File: src/rtl/vram_blit_arbiter.sv
// VRAM port-A arbiter: the CPU Avalon slave always wins; a blit engine (screen fill and
// scroll-up-by-N-rows) uses only the cycles the CPU leaves idle.
module vram_blit_arbiter #(
  parameter int WORDS_PER_ROW = 40,
  parameter int ROWS          = 30,
  parameter int ADDR_W        = 12
) (
  input  logic              CLK,
  input  logic              RESET,
  input  logic              AVL_CS,
  input  logic              AVL_READ,
  input  logic              AVL_WRITE,
  input  logic [3:0]        AVL_BYTE_EN,
  input  logic [ADDR_W-1:0] AVL_ADDR,
  input  logic [31:0]       AVL_WRITEDATA,
  output logic [31:0]       AVL_READDATA,
  output logic [ADDR_W-1:0] RAM_ADDR,
  output logic [3:0]        RAM_BYTE_EN,
  output logic [31:0]       RAM_WDATA,
  output logic              RAM_WREN,
  input  logic [31:0]       RAM_RDATA,
  input  logic              CMD_VALID,
  output logic              CMD_READY,
  input  logic              CMD_OP,
  input  logic [4:0]        CMD_ROWS,
  input  logic [31:0]       CMD_FILL,
  output logic              BUSY,
  output logic              DONE
);

  localparam logic [ADDR_W-1:0] T_W    = ADDR_W'(WORDS_PER_ROW * ROWS);
  localparam logic [ADDR_W-1:0] WPR_W  = ADDR_W'(WORDS_PER_ROW);
  localparam logic [ADDR_W-1:0] ROWS_W = ADDR_W'(ROWS);

  typedef enum logic [2:0] {S_IDLE, S_RD, S_RWAIT, S_WR, S_FILL, S_DONE} state_t;

  state_t            state, state_d;
  logic [ADDR_W-1:0] dst, dst_p1, off_q, k_q;
  logic [31:0]       fill_q, hold;
  logic              cpu_req, accept, dst_inc, hold_en;
  logic [ADDR_W-1:0] rows_ext, n_acc, off_acc, k_acc;
  logic [ADDR_W-1:0] eng_addr;
  logic [31:0]       eng_wdata;
  logic              eng_wren;

  assign cpu_req   = AVL_CS & (AVL_READ | AVL_WRITE);
  assign CMD_READY = (state == S_IDLE);
  assign BUSY      = (state != S_IDLE);
  assign DONE      = (state == S_DONE);
  assign accept    = CMD_VALID & CMD_READY;
  assign dst_p1    = dst + ADDR_W'(1);

  // Fill, or a scroll of a whole screen or more, degenerates to N = ROWS (no copy phase).
  assign rows_ext = ADDR_W'(CMD_ROWS);
  assign n_acc    = (!CMD_OP || rows_ext >= ROWS_W) ? ROWS_W : rows_ext;
  assign off_acc  = n_acc * WPR_W;
  assign k_acc    = T_W - off_acc;

  always_ff @(posedge CLK or negedge RESET) begin
    if (!RESET) begin
      state  <= S_IDLE;
      dst    <= '0;
      off_q  <= '0;
      k_q    <= '0;
      fill_q <= '0;
      hold   <= '0;
    end else begin
      state <= state_d;
      if (accept) begin
        dst    <= '0;
        off_q  <= off_acc;
        k_q    <= k_acc;
        fill_q <= CMD_FILL;
      end else if (dst_inc) begin
        dst <= dst_p1;
      end
      if (hold_en) hold <= RAM_RDATA;
    end
  end

  always_comb begin
    state_d   = state;
    dst_inc   = 1'b0;
    hold_en   = 1'b0;
    eng_addr  = dst;
    eng_wren  = 1'b0;
    eng_wdata = (state == S_FILL) ? fill_q : hold;
    case (state)
      S_IDLE: begin
        if (accept) begin
          if (n_acc == '0)      state_d = S_DONE;
          else if (k_acc == '0) state_d = S_FILL;
          else                  state_d = S_RD;
        end
      end
      S_RD: begin
        eng_addr = dst + off_q;
        if (!cpu_req) state_d = S_RWAIT;
      end
      // Read data arrives regardless of who owns the port this cycle.
      S_RWAIT: begin
        hold_en = 1'b1;
        state_d = S_WR;
      end
      S_WR: begin
        if (!cpu_req) begin
          eng_wren = 1'b1;
          dst_inc  = 1'b1;
          state_d  = (dst_p1 == k_q) ? S_FILL : S_RD;
        end
      end
      S_FILL: begin
        if (!cpu_req) begin
          eng_wren = 1'b1;
          dst_inc  = 1'b1;
          if (dst_p1 == T_W) state_d = S_DONE;
        end
      end
      S_DONE:  state_d = S_IDLE;
      default: state_d = S_IDLE;
    endcase
  end

  assign RAM_ADDR     = cpu_req ? AVL_ADDR      : eng_addr;
  assign RAM_BYTE_EN  = cpu_req ? AVL_BYTE_EN   : 4'hF;
  assign RAM_WDATA    = cpu_req ? AVL_WRITEDATA : eng_wdata;
  assign RAM_WREN     = cpu_req ? (AVL_CS & AVL_WRITE) : eng_wren;
  assign AVL_READDATA = RAM_RDATA;

endmodule
File: config.mk
export PLATFORM = sky130hd
export DESIGN_NAME = vram_blit_arbiter
export DESIGN_NICKNAME = d
export VERILOG_FILES = /design/src/rtl/vram_blit_arbiter.sv
export SDC_FILE = /design/constraint.sdc
export NUM_CORES = 1
export LEC_CHECK = 0
export BUFFER_PORTS_ARGS = -buffer_cell sky130_fd_sc_hd__buf_2
export CORE_MARGIN = 2
export CORE_UTILIZATION = 55
export CTS_CLUSTER_SIZE = 16
export DETAILED_ROUTE_END_ITERATION = 8
export GPL_TIMING_DRIVEN = 0
export HOLD_SLACK_MARGIN = 0.06
export PLACE_DENSITY = 0.86
export SLEW_MARGIN = 5
export SYNTH_ARGS = -nofsm -noshare
export SYNTH_HDL_FRONTEND = slang
export SYNTH_SLANG_ARGS = --single-unit
File: constraint.sdc
create_clock -name CLK -period 6.5 [get_ports CLK]
set_clock_uncertainty 0.1 [all_clocks]
set_input_delay 1.3 -clock CLK [delete_from_list [all_inputs] [get_ports CLK]]
set_output_delay 1.3 -clock CLK [all_outputs]
set_load 0.005 [all_outputs]
* Word-level counts from Yosys, hierarchy flattened
Cells that the tools add are included.
** Word-level totals
- Register bits :: 100
- Bits of input ports :: 124
- Output and inout bits :: 84
** Operators by class
- $add $sub $neg :: 3
- Eq/ne operators :: 12
- Reduce and logical (&&, ||, !) cells :: 9
- Multiplexer cells :: 22
- Multipliers :: 1
- Bitwise logic cells :: 4
- Order comparisons :: 1
** Operator list (number)
- $mux 32 :: 2
- $mux 12 :: 4
- $logic_not 12->1 :: 2
- $mux 3 :: 8
- $pmux 3 s5 :: 1
- $add 12x1->12 const B :: 1
- $add 12x12->12 :: 1
- $eq 12x11->1 const B :: 1
- $eq 12x12->1 :: 1
- $sub 11x11->12 const A :: 1
- $mul 5x3->8 const B :: 1
- $eq 3x2->1 const B :: 2
- $eq 3x3->1 const B :: 2
- $ne 2x2->1 const B :: 3
- $ge 5x5->1 const B :: 1
- $mux 1 :: 5
- $mux 5 :: 1
- $reduce_and 5->1 :: 1
- $mux 4 :: 1
- $ne 2x1->1 const B :: 2
- $and 1x1->1 :: 3
- $eq 3x1->1 const B :: 1
- $logic_not 3->1 :: 1
- $reduce_bool 3->1 :: 1
- 5 further kinds :: 5

* Logic depth before layout (Yosys ltp)
- Depth in word-level cells :: 10
- Gate-level depth with buffers :: 14
- Mapped depth without buffers :: 12

* Worst setup path after synthesis
No wires, ideal clock.
- Kind :: input port to flip-flop
- Start point :: in CMD_ROWS[3]
- End point :: reg state[2]
- Library setup time :: 0.127 ns
- Arrival :: 3.635 ns
- Setup slack :: 2.639 ns
- Stages :: 14
- Required time :: 6.273 ns
- Cell sequence :: buf_2 -> nand2_1 -> o211a_1 -> ha_1 -> ha_1 -> fa_1 -> clkbuf_1 -> maj3_1 -> nand2_1 -> nand2_1 -> nand3_1 -> nor3b_1 -> o31ai_1 -> a21oi_1
** Between the ends
- Word-level cells in the longest chain between the ends :: 10
** RTL lines
- start, declared :: line 25 : input logic [4:0] CMD_ROWS,
- $ge 5x5->1 :: line 55 : assign n_acc = (!CMD_OP || rows_ext >= ROWS_W) ? ROWS_W : rows_ext;
- $logic_or 1x1->1 :: line 55
- $mux 5 :: line 55
- $mul 5x3->8 :: line 56 : assign off_acc = n_acc * WPR_W;
- $sub 11x11->12 :: line 57 : assign k_acc = T_W - off_acc;
- via k_acc[3] :: line 41 : logic [ADDR_W-1:0] rows_ext, n_acc, off_acc, k_acc;
- $logic_not 12->1 :: line 92 : else if (k_acc == '0) state_d = S_FILL;
- $mux 3 :: line 92
- $mux 3 :: line 91 : if (n_acc == '0) state_d = S_DONE;
- $mux 3 :: line 90 : if (accept) begin
- $pmux 3 s5 :: line 88 : case (state)
- end signal, assigned :: line 68 : state <= state_d;
- end, declared :: line 37 : state_t state, state_d;
The timed path passes the listed nets, and every way through them passes these cells. The select of a mux whose other input is x is not followed.
A chain may end at the register's enable or synchronous reset.

* Worst setup path in the final report
- Start point :: in AVL_CS
- End point :: out RAM_WDATA[5]
** Between the ends
- Word-level cells in the longest chain between the ends :: 2
** RTL lines
- start, declared :: line 10 : input logic AVL_CS,
- $and 1x1->1 :: line 46 : assign cpu_req = AVL_CS & (AVL_READ | AVL_WRITE);
- $mux 32 :: line 126 : assign RAM_WDATA = cpu_req ? AVL_WRITEDATA : eng_wdata;
- end, declared :: line 19 : output logic [31:0] RAM_WDATA,
No other way between the ends.

==> metrics <==
design area 0.007525 mm2; largest area contributor in the netlist dfrtp_1; Skew-Pair Late Insertion Delay ~360 ps; final hold vios 0; core outline area 0.01084 mm2; final wirelength 16.34 mm; vias in the first global route 5302; Num CTS Buffers 9; routed via count 5451; first-pass GRT wire length between 20 and 30 mm; IO Count roughly 210; CP max FO 10; PostCTS Resize Cnt 0; vias per cell roughly 5.5; commonest non-fill, non-tap cell in the layout buf_2; CTS tree done; Area contributors post-synth dfrtp_1 39%, mux2_2 12%, nand2_1 6.0%; I/O Buffers 205; ant diodes 0; synthesized area per cell about 9.6 um2; Mapped Cells 633; hpwl dp about 13 mm; Critical Path RT 5100 ps; GRT Overall Usage 0.2829; H-Tree Level Count 3; count of pins over their slew limit 0; clk root buf clkbuf_8; unrepaired setup endpoints after global routing false; Post-synth EDFFs 0; Worst Max-Slew Pin Slew slightly above 700 ps; CP Class input pin to primary output; Initial Util 0.5620; GRT overflow 0; number of distinct library cells after synthesis 60; FP Rows 38; Placer Congestion 0.9188; Final setup violation count 0; Startpoint Class input pin; die outline height 109.2 um; Mapped Area 0.006092 mm2; Initial DRC Count slightly above 300; Routed WL per cell approximately 16 um; #FFs+latches synth 95; largest net degree at the start of global routing 56; Max Fclk 217.4 MHz; YS warnings 0; most frequent cells in the layout 220 x buf_2, 97 x nand2_1, 95 x dfrtp_1, 72 x o21ai_0, 66 x mux2_2; nets@finish 991; setup TNS 0 ps; CP Capture Type primary output; Min-Delay Path Class register to register; Lkg Pwr about 3.6 nW; run status finished clean; post-layout minimum cycle time between 4000 and 5000 ps; Max-Cap Viols 0; Final period util 0.7075; Final ANT Viol Nets 0; Synthesized Nets around 770; post-CTS setup buffer count 0; hold buffers post-CTS 0; Die Footprint between 0.01 and 0.015 mm2; placed cell areas 0.007316 mm2; Clock Sinks 95; async set or reset register ratio after synthesis 1.000; Yosys top cell area share 0.3902; slew margin rel. 0.5295; Peak VDD IR 207.3 uV; area grow syn2layout 23.52%; Die Wd 109.2 um; clk slew on worst S/H paths 90 ps; Pre-antenna DRT Iters 4; Post-route DRC 0; Synth Flop Type dfrtp_1; Seq/Total Area, Yosys 0.3902; CTS Buffer Depth 2; CP arrival approximately 3200 ps; Cell Pwr Density 331.0 mW/mm2; initial antenna violation count 0; layout cells sized above 1 0.4211
## worst max-delay path, stage by stage
cell and delay [ps]:
buf_2 100, o21a_1 260, clkbuf_1 580, clkbuf_1 500, nand2_1 120, o21ai_0 150
buf_2 180
## per-stage QoR
step                setup WS, ps  instances  utilization  hold WS, ps  power (mW)
floorplan                   2639        633            -        350.4       1.722
global placement            1942        978       0.6728        372.2       2.029
detailed placement          1914        979       0.6749        381.8       2.076
CTS                         1910        995       0.6941        401.6       2.487
global route                1762        995       0.6941        427.7       2.663
finish                      1901        995       0.6941        399.5       2.491
## per-layer routing
layer,vias to the layer above,GRT usage,routed length [um]
met5,-,0,0
met2,214,0.4925,8267
met4,0,0.08680,322
li1,2604,-,-
met1,2606,0.3529,6560
met3,27,0.05977,1193
## cells in the mapped netlist, types with 3 or more instances
cell type,number
mux2i_1,36
nand2_1,97
nor3_1,9
nor2b_1,5
clkbuf_1,15
a31oi_1,4
buf_4,32
o31ai_1,6
a21oi_1,17
nand2b_1,11
nand4_1,4
nor2_1,25
nand3_1,6
buf_2,16
o21a_1,4
mux2_2,66
dfrtp_1,95
and3_2,3
inv_1,11
clkbuf_8,4
and2_1,5
a22oi_1,3
o21ai_0,72
buf_6,3
ha_1,15
xor2_1,11
xnor2_1,13
## state kept, by name (all words and copies together) (netlist names)
signal  flops
hold       32
fill_q     32
state       3
k_q         8
off_q       8
dst        12
## where the power goes
part | switching (mW) | internal (mW) | total [mW] | leakage [nW]
combinational | 0.510 | 0.542 | 1.05 | 2.33
clock | 0.213 | 0.200 | 0.413 | 0.0988
sequential | 0.168 | 0.858 | 1.03 | 1.16
total | 0.891 | 1.60 | 2.49 | 3.59
## worst paths after layout
| path | startpoint | to | slack, ps | cells after the start |
|---|---|---|---|---|
| worst max-delay path | AVL_CS | RAM_WDATA[5] | 1900 | 7 |
| worst min-delay path | off_q[10] | off_q[10] | 400 | 2 |
| worst max register to register | dst[0] | state[0] | 4270 | 8 |
| worst min register to register | off_q[10] | off_q[10] | 400 | 2 |
| max in group asynchronous | RESET | off_q[9] | 4760 | 2 |
| min in group asynchronous | RESET | hold[12] | 880 | 1 |
## cell type report
type,instances,area [um2]
Buffer,71,469.2
Clock buffer,12,155.1
Clock inverter,4,53.80
Fill cell,871,3316
Inverter,11,41.29
Multi-Input combinational cell,456,3204
Sequential cell,95,2377
Tap cell,140,175.2
Timing Repair Buffer,206,1049
## logic make-up after synthesis
| group | Yosys count | synth area share |
|---|---|---|
| AND/OR/NAND/NOR | 185 | 0.1479 |
| flip-flops | 95 | 0.3902 |
| buffers and inverters | 82 | 0.08379 |
| multiplexers | 102 | 0.1811 |
| XOR/XNOR | 24 | 0.03450 |
| adder cells (fa/ha/maj) | 18 | 0.03902 |
| AO/OA/AOI/OAI | 127 | 0.1234 |
Power figures use the tool's default switching activity.
